File: src/rtl/serial_magnitude_cmp.sv
// Multi-cycle MSB-first magnitude comparator, DIGIT bits per cycle, start/busy/done handshake.
// Define SIGNED_CMP_EN to compare the operands as two's complement instead of unsigned.
module serial_magnitude_cmp #(
   parameter int WIDTH = 8,
   parameter int DIGIT = 2
) (
   input  logic             in_clk,
   input  logic             in_reset,
   input  logic             in_start,
   input  logic [WIDTH-1:0] in_a,
   input  logic [WIDTH-1:0] in_b,
   input  logic [2:0]       in_mode,
   output logic             out_busy,
   output logic             out_done,
   output logic             out_s,
   output logic             out_lt,
   output logic             out_gt,
   output logic             out_eq
);
   localparam int NDIG  = WIDTH / DIGIT;
   localparam int CNT_W = (NDIG > 1) ? $clog2(NDIG) : 1;

   typedef enum logic [1:0] {S_IDLE, S_SCAN, S_DONE} state_t;

   state_t             r_state;
   state_t             w_state_nxt;
   logic [WIDTH-1:0]   r_a;
   logic [WIDTH-1:0]   r_b;
   logic [2:0]         r_mode;
   logic [CNT_W-1:0]   r_cnt;
   logic               r_s;
   logic               r_lt;
   logic               r_gt;
   logic               r_eq;

   logic [DIGIT-1:0]   w_da;
   logic [DIGIT-1:0]   w_db;
   logic               w_decide;
   logic               w_lt;
   logic               w_gt;
   logic               w_eq;

   function automatic logic f_select(input logic [2:0] mode, input logic lt,
                                     input logic gt, input logic eq);
      case (mode)
         3'd0:    f_select = lt;
         3'd1:    f_select = gt;
         3'd2:    f_select = eq;
         3'd3:    f_select = ~eq;
         3'd4:    f_select = lt | eq;
         3'd5:    f_select = gt | eq;
         default: f_select = 1'b0;
      endcase
   endfunction

   assign w_da = DIGIT'(r_a >> (int'(r_cnt) * DIGIT));
   assign w_db = DIGIT'(r_b >> (int'(r_cnt) * DIGIT));

   // Digit decision: first differing digit (or sign mismatch on the first digit) ends the scan.
   always_comb begin
      w_decide = 1'b0;
      w_lt     = 1'b0;
      w_gt     = 1'b0;
      w_eq     = 1'b0;
`ifdef SIGNED_CMP_EN
      if ((r_cnt == CNT_W'(NDIG - 1)) && (r_a[WIDTH-1] != r_b[WIDTH-1])) begin
         w_decide = 1'b1;
         w_lt     = r_a[WIDTH-1];
         w_gt     = r_b[WIDTH-1];
      end else
`endif
      if (w_da != w_db) begin
         w_decide = 1'b1;
         w_lt     = (w_da < w_db);
         w_gt     = (w_da > w_db);
      end else if (r_cnt == '0) begin
         w_decide = 1'b1;
         w_eq     = 1'b1;
      end
   end

   always_comb begin
      w_state_nxt = r_state;
      case (r_state)
         S_IDLE:  if (in_start) w_state_nxt = S_SCAN;
         S_SCAN:  if (w_decide) w_state_nxt = S_DONE;
         S_DONE:  w_state_nxt = in_start ? S_SCAN : S_IDLE;
         default: w_state_nxt = S_IDLE;
      endcase
   end

   always_ff @(posedge in_clk or posedge in_reset) begin
      if (in_reset) r_state <= S_IDLE;
      else          r_state <= w_state_nxt;
   end

   always_ff @(posedge in_clk or posedge in_reset) begin
      if (in_reset) begin
         r_a    <= '0;
         r_b    <= '0;
         r_mode <= '0;
         r_cnt  <= '0;
         r_s    <= 1'b0;
         r_lt   <= 1'b0;
         r_gt   <= 1'b0;
         r_eq   <= 1'b0;
      end else if (r_state == S_SCAN) begin
         if (w_decide) begin
            r_lt <= w_lt;
            r_gt <= w_gt;
            r_eq <= w_eq;
            r_s  <= f_select(r_mode, w_lt, w_gt, w_eq);
         end else begin
            r_cnt <= r_cnt - 1'b1;
         end
      end else if (in_start) begin
         r_a    <= in_a;
         r_b    <= in_b;
         r_mode <= in_mode;
         r_cnt  <= CNT_W'(NDIG - 1);
      end
   end

   assign out_busy = (r_state == S_SCAN);
   assign out_done = (r_state == S_DONE);
   assign out_s    = r_s;
   assign out_lt   = r_lt;
   assign out_gt   = r_gt;
   assign out_eq   = r_eq;
endmodule
File: config.mk
export PLATFORM = sky130hd
export DESIGN_NAME = serial_magnitude_cmp
export DESIGN_NICKNAME = d
export VERILOG_FILES = /design/src/rtl/serial_magnitude_cmp.sv
export SDC_FILE = /design/constraint.sdc
export NUM_CORES = 1
export LEC_CHECK = 0
export ABC_AREA = 1
export CORE_ASPECT_RATIO = 0.5
export CORE_UTILIZATION = 35
export DETAILED_ROUTE_END_ITERATION = 16
export GPL_ROUTABILITY_DRIVEN = 0
export PLACE_DENSITY = 0.71
export SLEW_MARGIN = 20
export SYNTH_ARGS = -nofsm -noshare
export SYNTH_HDL_FRONTEND = slang
export SYNTH_SLANG_ARGS = --single-unit
File: constraint.sdc
create_clock -name in_clk -period 1.8 [get_ports in_clk]
set_input_delay 0.27 -clock in_clk [delete_from_list [all_inputs] [get_ports in_clk]]
set_output_delay 0.27 -clock in_clk [all_outputs]
set_load 0.02 [all_outputs]
==> flow_metrics.env <==
export IMPL_crit_top_cell="inv_2"
export IMPL_critPathLaunch="r_cnt[0]"
export IMPL_fin_ws_ns=-0.0215
export IMPL_clk_latency_ns=0.27
export IMPL_worst_setup_path_end_kind="flip-flop"
export IMPL_hold_path_class="in -> async"
export IMPL_violations="setup timing"
export IMPL_p_int_mw=1.76
export IMPL_clkTransAtPathRegs_ns=0.09
export IMPL_setup_violations=1
export IMPL_min_period_ns=1.82
export IMPL_fin_tns_setup_ns=-0.0215
export IMPL_finClkSkew_ns=0.00559
export IMPL_fmaxAchievable_ghz=0.549
export IMPL_yosys_warnings=0
export IMPL_post_route_period_util=1.01
export IMPL_antenna_found_initial=0
export IMPL_htree_levels=1
export IMPL_r2r_cells=10
export IMPL_dp_cells=240
export IMPL_drtIter0Drc=100
export IMPL_fp_dieW_um=88.8
export IMPL_coreArea_um2=3510
export IMPL_top_level_ports=28
export IMPL_p_sw_mw=1.34
export IMPL_place_area_um2=1670
export IMPL_pre_cts_slack_ns=-0.0593
export IMPL_drive_gt1_frac=0.179
export IMPL_clock_sinks=27
export IMPL_grt_pass1_wl_um=4370
export IMPL_peakVddDrop_mv=0.617
export IMPL_rows=15
export IMPL_arrival_ns=2.03
export IMPL_synth_top_cell_area_share=0.512
export IMPL_drv_cap=0
export IMPL_routed_wl_um=2570
export IMPL_crit_buf_inv=3
export IMPL_viasPerCell=4.40
export IMPL_rsz0062_at_grt="true"
export IMPL_ys_seq_area_frac=0.512
export IMPL_p_clk_frac=0.108
export IMPL_synth_nets=185
export IMPL_synth_avg_cell_area_um2=8.24
export IMPL_cp_start_kind="flip-flop"
export IMPL_status="finished with violations"
export IMPL_portBuffers=27
export IMPL_track_usage=0.146
export IMPL_p_leak_nw=0.863
export IMPL_final_instance_count_excl_fill=246
export IMPL_grt_overflow=0
export IMPL_relSlewSlack=0.773
export IMPL_post_synth_num_cell_types=25
export IMPL_r2r_end="out_s"
export IMPL_postCtsHoldBufs=0
export IMPL_switching_share=0.432
export IMPL_seq_power_share=0.336
export IMPL_area_growth_pct=35.6
export IMPL_cts_root_buf="clkbuf_8"
export IMPL_antenna_cells=0
export IMPL_cts_inserted_buffers=3
export IMPL_critical_path_cell_chain="buf_6 -> o21ai_1 -> o22ai_1 -> ha_4 -> nand2_4 -> o21ai_4 -> inv_2 -> nand2_2 -> inv_2 -> a21oi_2"
export IMPL_tritoncts="built"
export IMPL_r2r_start="r_cnt[0]"
export IMPL_yosys_area_top_type="dfrtp_1"
export IMPL_path_class="reg -> reg"
export IMPL_fin_nets=221
export IMPL_slowest_delay_ns=0.45
export IMPL_cts_buffer_depth=2
export IMPL_worstMarginPinSlew_ns=0.340
export IMPL_drc=0
export IMPL_vias=1082
export IMPL_dr_pass1_iters=4
export IMPL_initial_utilization=0.376
export IMPL_dieHeight_um=45.4
export IMPL_synth_seq_cells=27
export IMPL_r2r_slack_ns=-0.02
export IMPL_powerDensity_nw_per_um2=1740
export IMPL_drtAntennaViolNets=0
export IMPL_dieArea_um2=4030
export IMPL_comb_power_share=0.556
export IMPL_synth_area_leaders="dfrtp_1 (51%), nand2_1 (19%), o21ai_0 (3.4%), nor2_1 (3.1%), ha_1 (2.8%)"
export IMPL_syn_inst=160
export IMPL_crit_path_max_fanout=7
export IMPL_postLayoutCellArea_um2=1790
export IMPL_crit_path_top_delay_cell="dfrtp_2"
export IMPL_worstPathRequired_ns=2.01
export IMPL_hold_viol=0
export IMPL_hpwlAfterDp_um=1900
export IMPL_grt_pass1_vias=996
export IMPL_final_max_slew_violation_count=0
export IMPL_wl_per_cell_um=10.5
export IMPL_synth_area_um2=1320
export IMPL_crit_family="compound AO/OA/AOI/OAI gates"
export IMPL_grt_start_max_net_pins=28
## how the worst max path moves through the flow
stage / end / slack (ns) / depth (start not counted)
floorplan: out_s / 0.11 / 11
global placement: r_cnt[0] / -0.02 / 9
detailed placement: out_s / -0.06 / 11
CTS: r_cnt[1] / 0.01 / 8
global route: out_s / -0.09 / 10
finish: out_s / -0.02 / 10
## synthesized netlist by cell type (all sizes together)
master and number:
nand4 1, a21oi 3, nor2 12, inv 15
nand3 6, nor3 1, dfrtp 27, o21ai 14
clkinv 1, o22ai 2, buf 4, ha 3
nand2 69, a22oi 1, a32o 1
## placed cells by master, fill, tap and decap left out, drive strengths merged
master	synthesis	layout
a21oi	3	3
a22oi	1	1
a32o	1	1
buf	4	8
clkbuf	0	4
clkdlybuf4s50	0	26
dfrtp	27	27
dlygate4sd2	0	1
ha	3	3
inv	15	16
nand2	69	69
nand3	6	6
nand4	1	1
nor2	12	12
nor3	1	1
o21ai	14	14
o22ai	2	2
## through the flow
step	hold slack, ns	total power, mW	util
2_1_floorplan	0.323	2.14	-
3_3_place_gp	0.457	2.52	0.475
3_5_place_dp	0.461	2.56	0.475
4_1_cts	0.352	3.00	0.495
5_1_grt	0.405	3.39	0.509
6_report	0.344	3.10	0.509
## final cells by class
cell class / instances / area [um^2]
timing repair buffer: 35 / 337
fill: 346 / 1720
sequential: 27 / 677
clock buffer: 4 / 45.0
tap: 51 / 63.8
multi-input combinational: 113 / 598
inverter: 16 / 67.6
## power groups by stage
stage	Clock [mW]	Sequential, mW	Combinational, mW
2_1_floorplan	0	1.03	1.10
3_3_place_gp	0	1.02	1.49
3_5_place_dp	0	1.03	1.53
4_1_cts	0.352	1.02	1.62
5_1_grt	0.377	1.07	1.94
6_report	0.335	1.04	1.73
## registers in the layout (all words and copies together), names as in the netlist
register	cells
r_a	8
r_b	8
r_mode	3
r_cnt	2
r_state	2
out_eq	1
out_gt	1
out_lt	1
out_s	1
## tightest hold or removal path, stage by stage
cell and delay (ns):
clkdlybuf4s50_1 0.39, inv_1 0.05, buf_4 0.32
## metal layers
layer / track usage / vias to the layer above / part of all wire
met5: 0 / - / 0
met1: 0.197 / 481 / 0.50
met2: 0.229 / 22 / 0.44
met3: 0.0417 / 5 / 0.040
met4: 0.0484 / 0 / 0.010
li1: - / 574 / -
## repair_timing
item	CTS	global route
setup endpoints to repair	6	7
setup buffers	0	1
pin swaps	2	6
gates resized for setup	9	15
cloned	0	1
## kinds of logic (layout without fill, tap and decap cells)
family                     after synthesis  after routing  synth area share
and+or+nand+nor                         89             89             0.287
DFF                                     27             27             0.512
AOI/OAI and AO/OA                       21             21            0.0987
buffers and inverters                   20             55            0.0730
adders and majority gates                3              3            0.0285
Note: power is estimated with default switching activity, not from simulation.
==> edit 1, RTL diff (same flow settings) <==
Make the reset (`in_reset`) synchronous in 2 clocked blocks.
--- a/src/rtl/serial_magnitude_cmp.sv
+++ b/src/rtl/serial_magnitude_cmp.sv
@@ -90,10 +90,10 @@
    end
 
-   always_ff @(posedge in_clk or posedge in_reset) begin
+   always_ff @(posedge in_clk) begin
       if (in_reset) r_state <= S_IDLE;
       else          r_state <= w_state_nxt;
    end
 
-   always_ff @(posedge in_clk or posedge in_reset) begin
+   always_ff @(posedge in_clk) begin
       if (in_reset) begin
          r_a    <= '0;
Behaviour: differs if in_reset is asserted again (counterexample within 4 cycles, from zero or initial values and one cycle with in_reset high); with in_reset held inactive, the same outputs for 10 cycles.
==> edit 1 against the original RTL <==
- setup slack gained 69 ps
- synthesized area is 1.8% higher
- count of clock-buffer cells in the layout is the same
- first-iteration DRC count is 49% lower
- cell area decreased by 2.0%
- routed wire length grew 6.4%
- sequential cell count stayed put
- utilization fell by 1.5 points
- critical path type unchanged
- critical endpoint is now r_cnt[0]$_SDFFE_PP0P_
- largest cell class is now multi-input gates
Power is not compared: it rests on default switching activity, and its combinational part moved more than twofold at a synthesized area within 25%.
==> edit 1: results (changes against the original RTL) <==
* Share of layout cells above drive strength 1 at 0.284 (+0.104)
* Worst Clk Skew at 3.70 ps (-1.89 ps)
* Syn_nets at 191 (+3.2%)
* Hold Crit Class: flop to flop
* Leakage at 0.630 nW
* Finished Layout Cells at 245 (-0.41%)
* Synth Area in Compound Gates at 0.204 (+0.105)
* Worst-path fanout max at 10 (+3)
* Overall routing resource usage at 0.152 (+0.00633)
* Vias at 1145 (+5.8%)
* Netlist cell types at 24 (-4.0%)
* Reg-to-reg endpoint: r_cnt[0]$_SDFFE_PP0P_
* Placed Area at 0.00168 sq mm (+0.83%)
* Post-synth ARST share at 0 (-1.00)
* DP HPWL at 1920 um (+1.1%)
* Crit. Startpoint: r_cnt[0]$_SDFFE_PP0P_
* Mean post-synth cell area at 8.09 sq um (-1.9%)
* Final Hold Slack at 465 ps (+121 ps)
* WP data arrival at 1950 ps (-80 ps)
* Adder-cell share of the synthesized area at 0.0280 (-0.000504)
* Routing usage on met2 at 0.244 (+0.0147)
* GR Util met1 at 0.200 (+0.00296)
* Fill cells at 340 (-1.7%)
* Synth area leaders: dfxtp_1 40%, nand2_1 13%, a21oi_2 11%
* Pre-CTS setup slack at -18.6 ps (+40.7 ps)
* Flop2flop setup slack at 50 ps (+70 ps)
* Tot Pwr at 1.50 mW
* First-pass GRT wire length at 4620 um (+5.5%)
* Max VDD drop at 320 uV
* Tcrit/Tclk final at 0.974 (-0.0381)
* Sequential-to-total area share from yosys stat at 0.403 (-0.110)
* Initial DRC count at 51 (-49%)
* Met2 WL at 1210 um (+5.9%)
* Biggest regs: r_a x8, r_b x8, r_mode x3
* Post-cts sizing count at 2 (-7)
* Fin nets at 220 (-0.45%)
* Status: finished, final reports clean
* Max_slew headroom at 0.846 (+0.0722)
* Met3 Track Usage GR at 0.0453 (+0.00362)
* IO Port Bufs at 27 (unchanged)
* Commonest cells post-synth: 45 x nand2_1, 27 x dfxtp_1, 17 x a21oi_2
* M1 wire length at 1410 um (+8.8%)
* Hold Startpoint: out_gt$_SDFFE_PP0P_
* Placed cells at 241 (+0.42%)
* Final wirelength at 2740 um (+6.4%)
* Prevailing post-synth register cell: dfxtp_1
* DR WL met3 at 90 um (-13%)
## edit 1: cell type report
type	count	area (sq um)	area share
Inverter	12	50.0	0.0286
Tap cell	51	63.8	0.0364
Sequential cell	27	543	0.310
Timing Repair Buffer	32	324	0.185
Clock buffer	4	45.0	0.0257
Multi-Input combinational cell	119	727	0.415
## edit 1: worst max-delay path by stage
stage                                  to  depth (start not counted)
floorplan           r_cnt[0]$_SDFFE_PP0P_                         12
global placement    r_cnt[0]$_SDFFE_PP0P_                         10
detailed placement  r_cnt[0]$_SDFFE_PP0P_                         10
CTS                 r_cnt[0]$_SDFFE_PP0P_                         10
global route        r_cnt[0]$_SDFFE_PP0P_                         10
finish              r_cnt[0]$_SDFFE_PP0P_                         10
## edit 1: critical path: stages, from the launching register on
cell      delay [ps]
dfxtp_2          340
inv_2            130
nand2_1           70
a32o_2           290
ha_4             290
nand2_2           70
nor2_4           100
nand2_2           90
nand2_2           90
inv_2             50
a211oi_2         170
==> edit 2, RTL diff (same settings) <==
Without the edit above. Set the parameter `WIDTH` to 16 (it was 8).
--- a/src/rtl/serial_magnitude_cmp.sv
+++ b/src/rtl/serial_magnitude_cmp.sv
@@ -2,5 +2,5 @@
 // Define SIGNED_CMP_EN to compare the operands as two's complement instead of unsigned.
 module serial_magnitude_cmp #(
-   parameter int WIDTH = 8,
+   parameter int WIDTH = 16,
    parameter int DIGIT = 2
 ) (
Interface: changed (resized in_a and in_b); port bits go from 28 to 44. The function was not compared with the original's and may differ.
==> edit 2 against the original RTL <==
- synthesized area rose by 63%
- total power increased by 61%
- routed wire length grew 92%
- sequential cell count up 17
- largest cell class unchanged
- the run still ends with setup timing left
- setup slack worse by 100 ps
- critical path type unchanged
- via count rose by 74%
- clock skew down 3.4 ps
- cell area increased by 67%
- highest routed layer unchanged
==> edit 2: results (changes against the original RTL) <==
* Worst R2R Path Depth at 11 (+1)
* Commonest cells post-synth: 110 x nand2_1, 44 x dfrtp_1, 25 x o21ai_0
* Switch share at 0.405 (-0.0268)
* TritonCTS Buffers at 5 (+2)
* M1 wire length at 2380 um (+84%)
* H-tree Lvls at 2 (+1)
* Setup violations, final at 7 (+6)
* Share of layout cells above drive strength 1 at 0.168 (-0.0118)
* Final Hold Slack at 338 ps (-6.57 ps)
* CP top delay family: flip-flops
* First-pass GRT wire length at 8550 um (+95%)
* Overall routing resource usage at 0.168 (+0.0220)
* Max_slew headroom at 0.730 (-0.0435)
* Comb power frac at 0.494 (-0.062)
* IO Port Bufs at 43 (+59%)
* Vias in the first global route at 1903 (+91%)
* Worst Clk Skew at 2.22 ps (-3.38 ps)
* Status: finished, violations left
* Clk pwr share at 0.171 (+0.063)
* Met2 WL at 2260 um (+98%)
* WP data arrival at 2080 ps (+50 ps)
* Biggest regs: r_a x16, r_b x16
* DR WL met3 at 223 um (+110%)
* Clk root buf: clkbuf_16
* Reg-to-reg endpoint: r_cnt[2]$_DFFE_PP0P_
* Multi-input gates at 187 (+65%)
* Final wirelength at 4930 um (+92%)
* Vias per inst at 4.77 (+8.6%)
* Max VDD drop at 513 uV (-17%)
* Clock buffer cells at 6 (+2)
* Failing checks: setup timing
* Fin nets at 364 (+65%)
* Syn_nets at 310 (+68%)
* Setup_tns at -710 ps (-689 ps)
* Largest net degree at the start of global routing at 46 (+64%)
* Invs w/o clock at 25 (+9)
* Final worst slack at -121 ps (-99.5 ps)
* Synth area leaders: dfrtp_1 51%, nand2_1 19%, o21ai_0 5.8%
* Clk tree area frac at 0.0449 (+0.0197)
* Buffering overhead at 0.192 (+0.00421)
* Initial DRC count at 133 (+33%)
* Fill cells at 526 (+52%)
* Multi-input combinational area share at 0.327 (-0.00746)
edit 2: timing repair:
action                     in CTS  in global routing
cloned                          1                  0
pin swaps                       4                  5
setup endpoints to repair       9                  9
resized for setup              28                 17
buffers inserted                0                  1
edit 2: kinds of logic after synthesis:
logic type	count (synthesis)	share of synthesized area
simple gates	137	0.262
compound gates	46	0.116
buf+inv	37	0.0858
flops	44	0.513
fa+ha+maj	4	0.0233
edit 2: through the flow:
step	instances	power, mW	instance area (sq um)	utilization	setup slack (ps)
floorplan	268	3.04	2190	-	3.64
global placement	386	3.60	2720	0.479	-115
detailed placement	386	3.68	2720	0.479	-227
CTS	394	4.75	2920	0.515	-94.2
global route	395	5.42	2980	0.525	-265
finish	395	5.01	2980	0.525	-121
edit 2: routing by layer:
| metal | vias up | GRT usage |
|---|---|---|
| met1 | 884 | 0.225 |
| met4 | 0 | 0.0571 |
| met5 | - | 0 |
| li1 | 950 | - |
| met3 | 7 | 0.0372 |
| met2 | 45 | 0.274 |
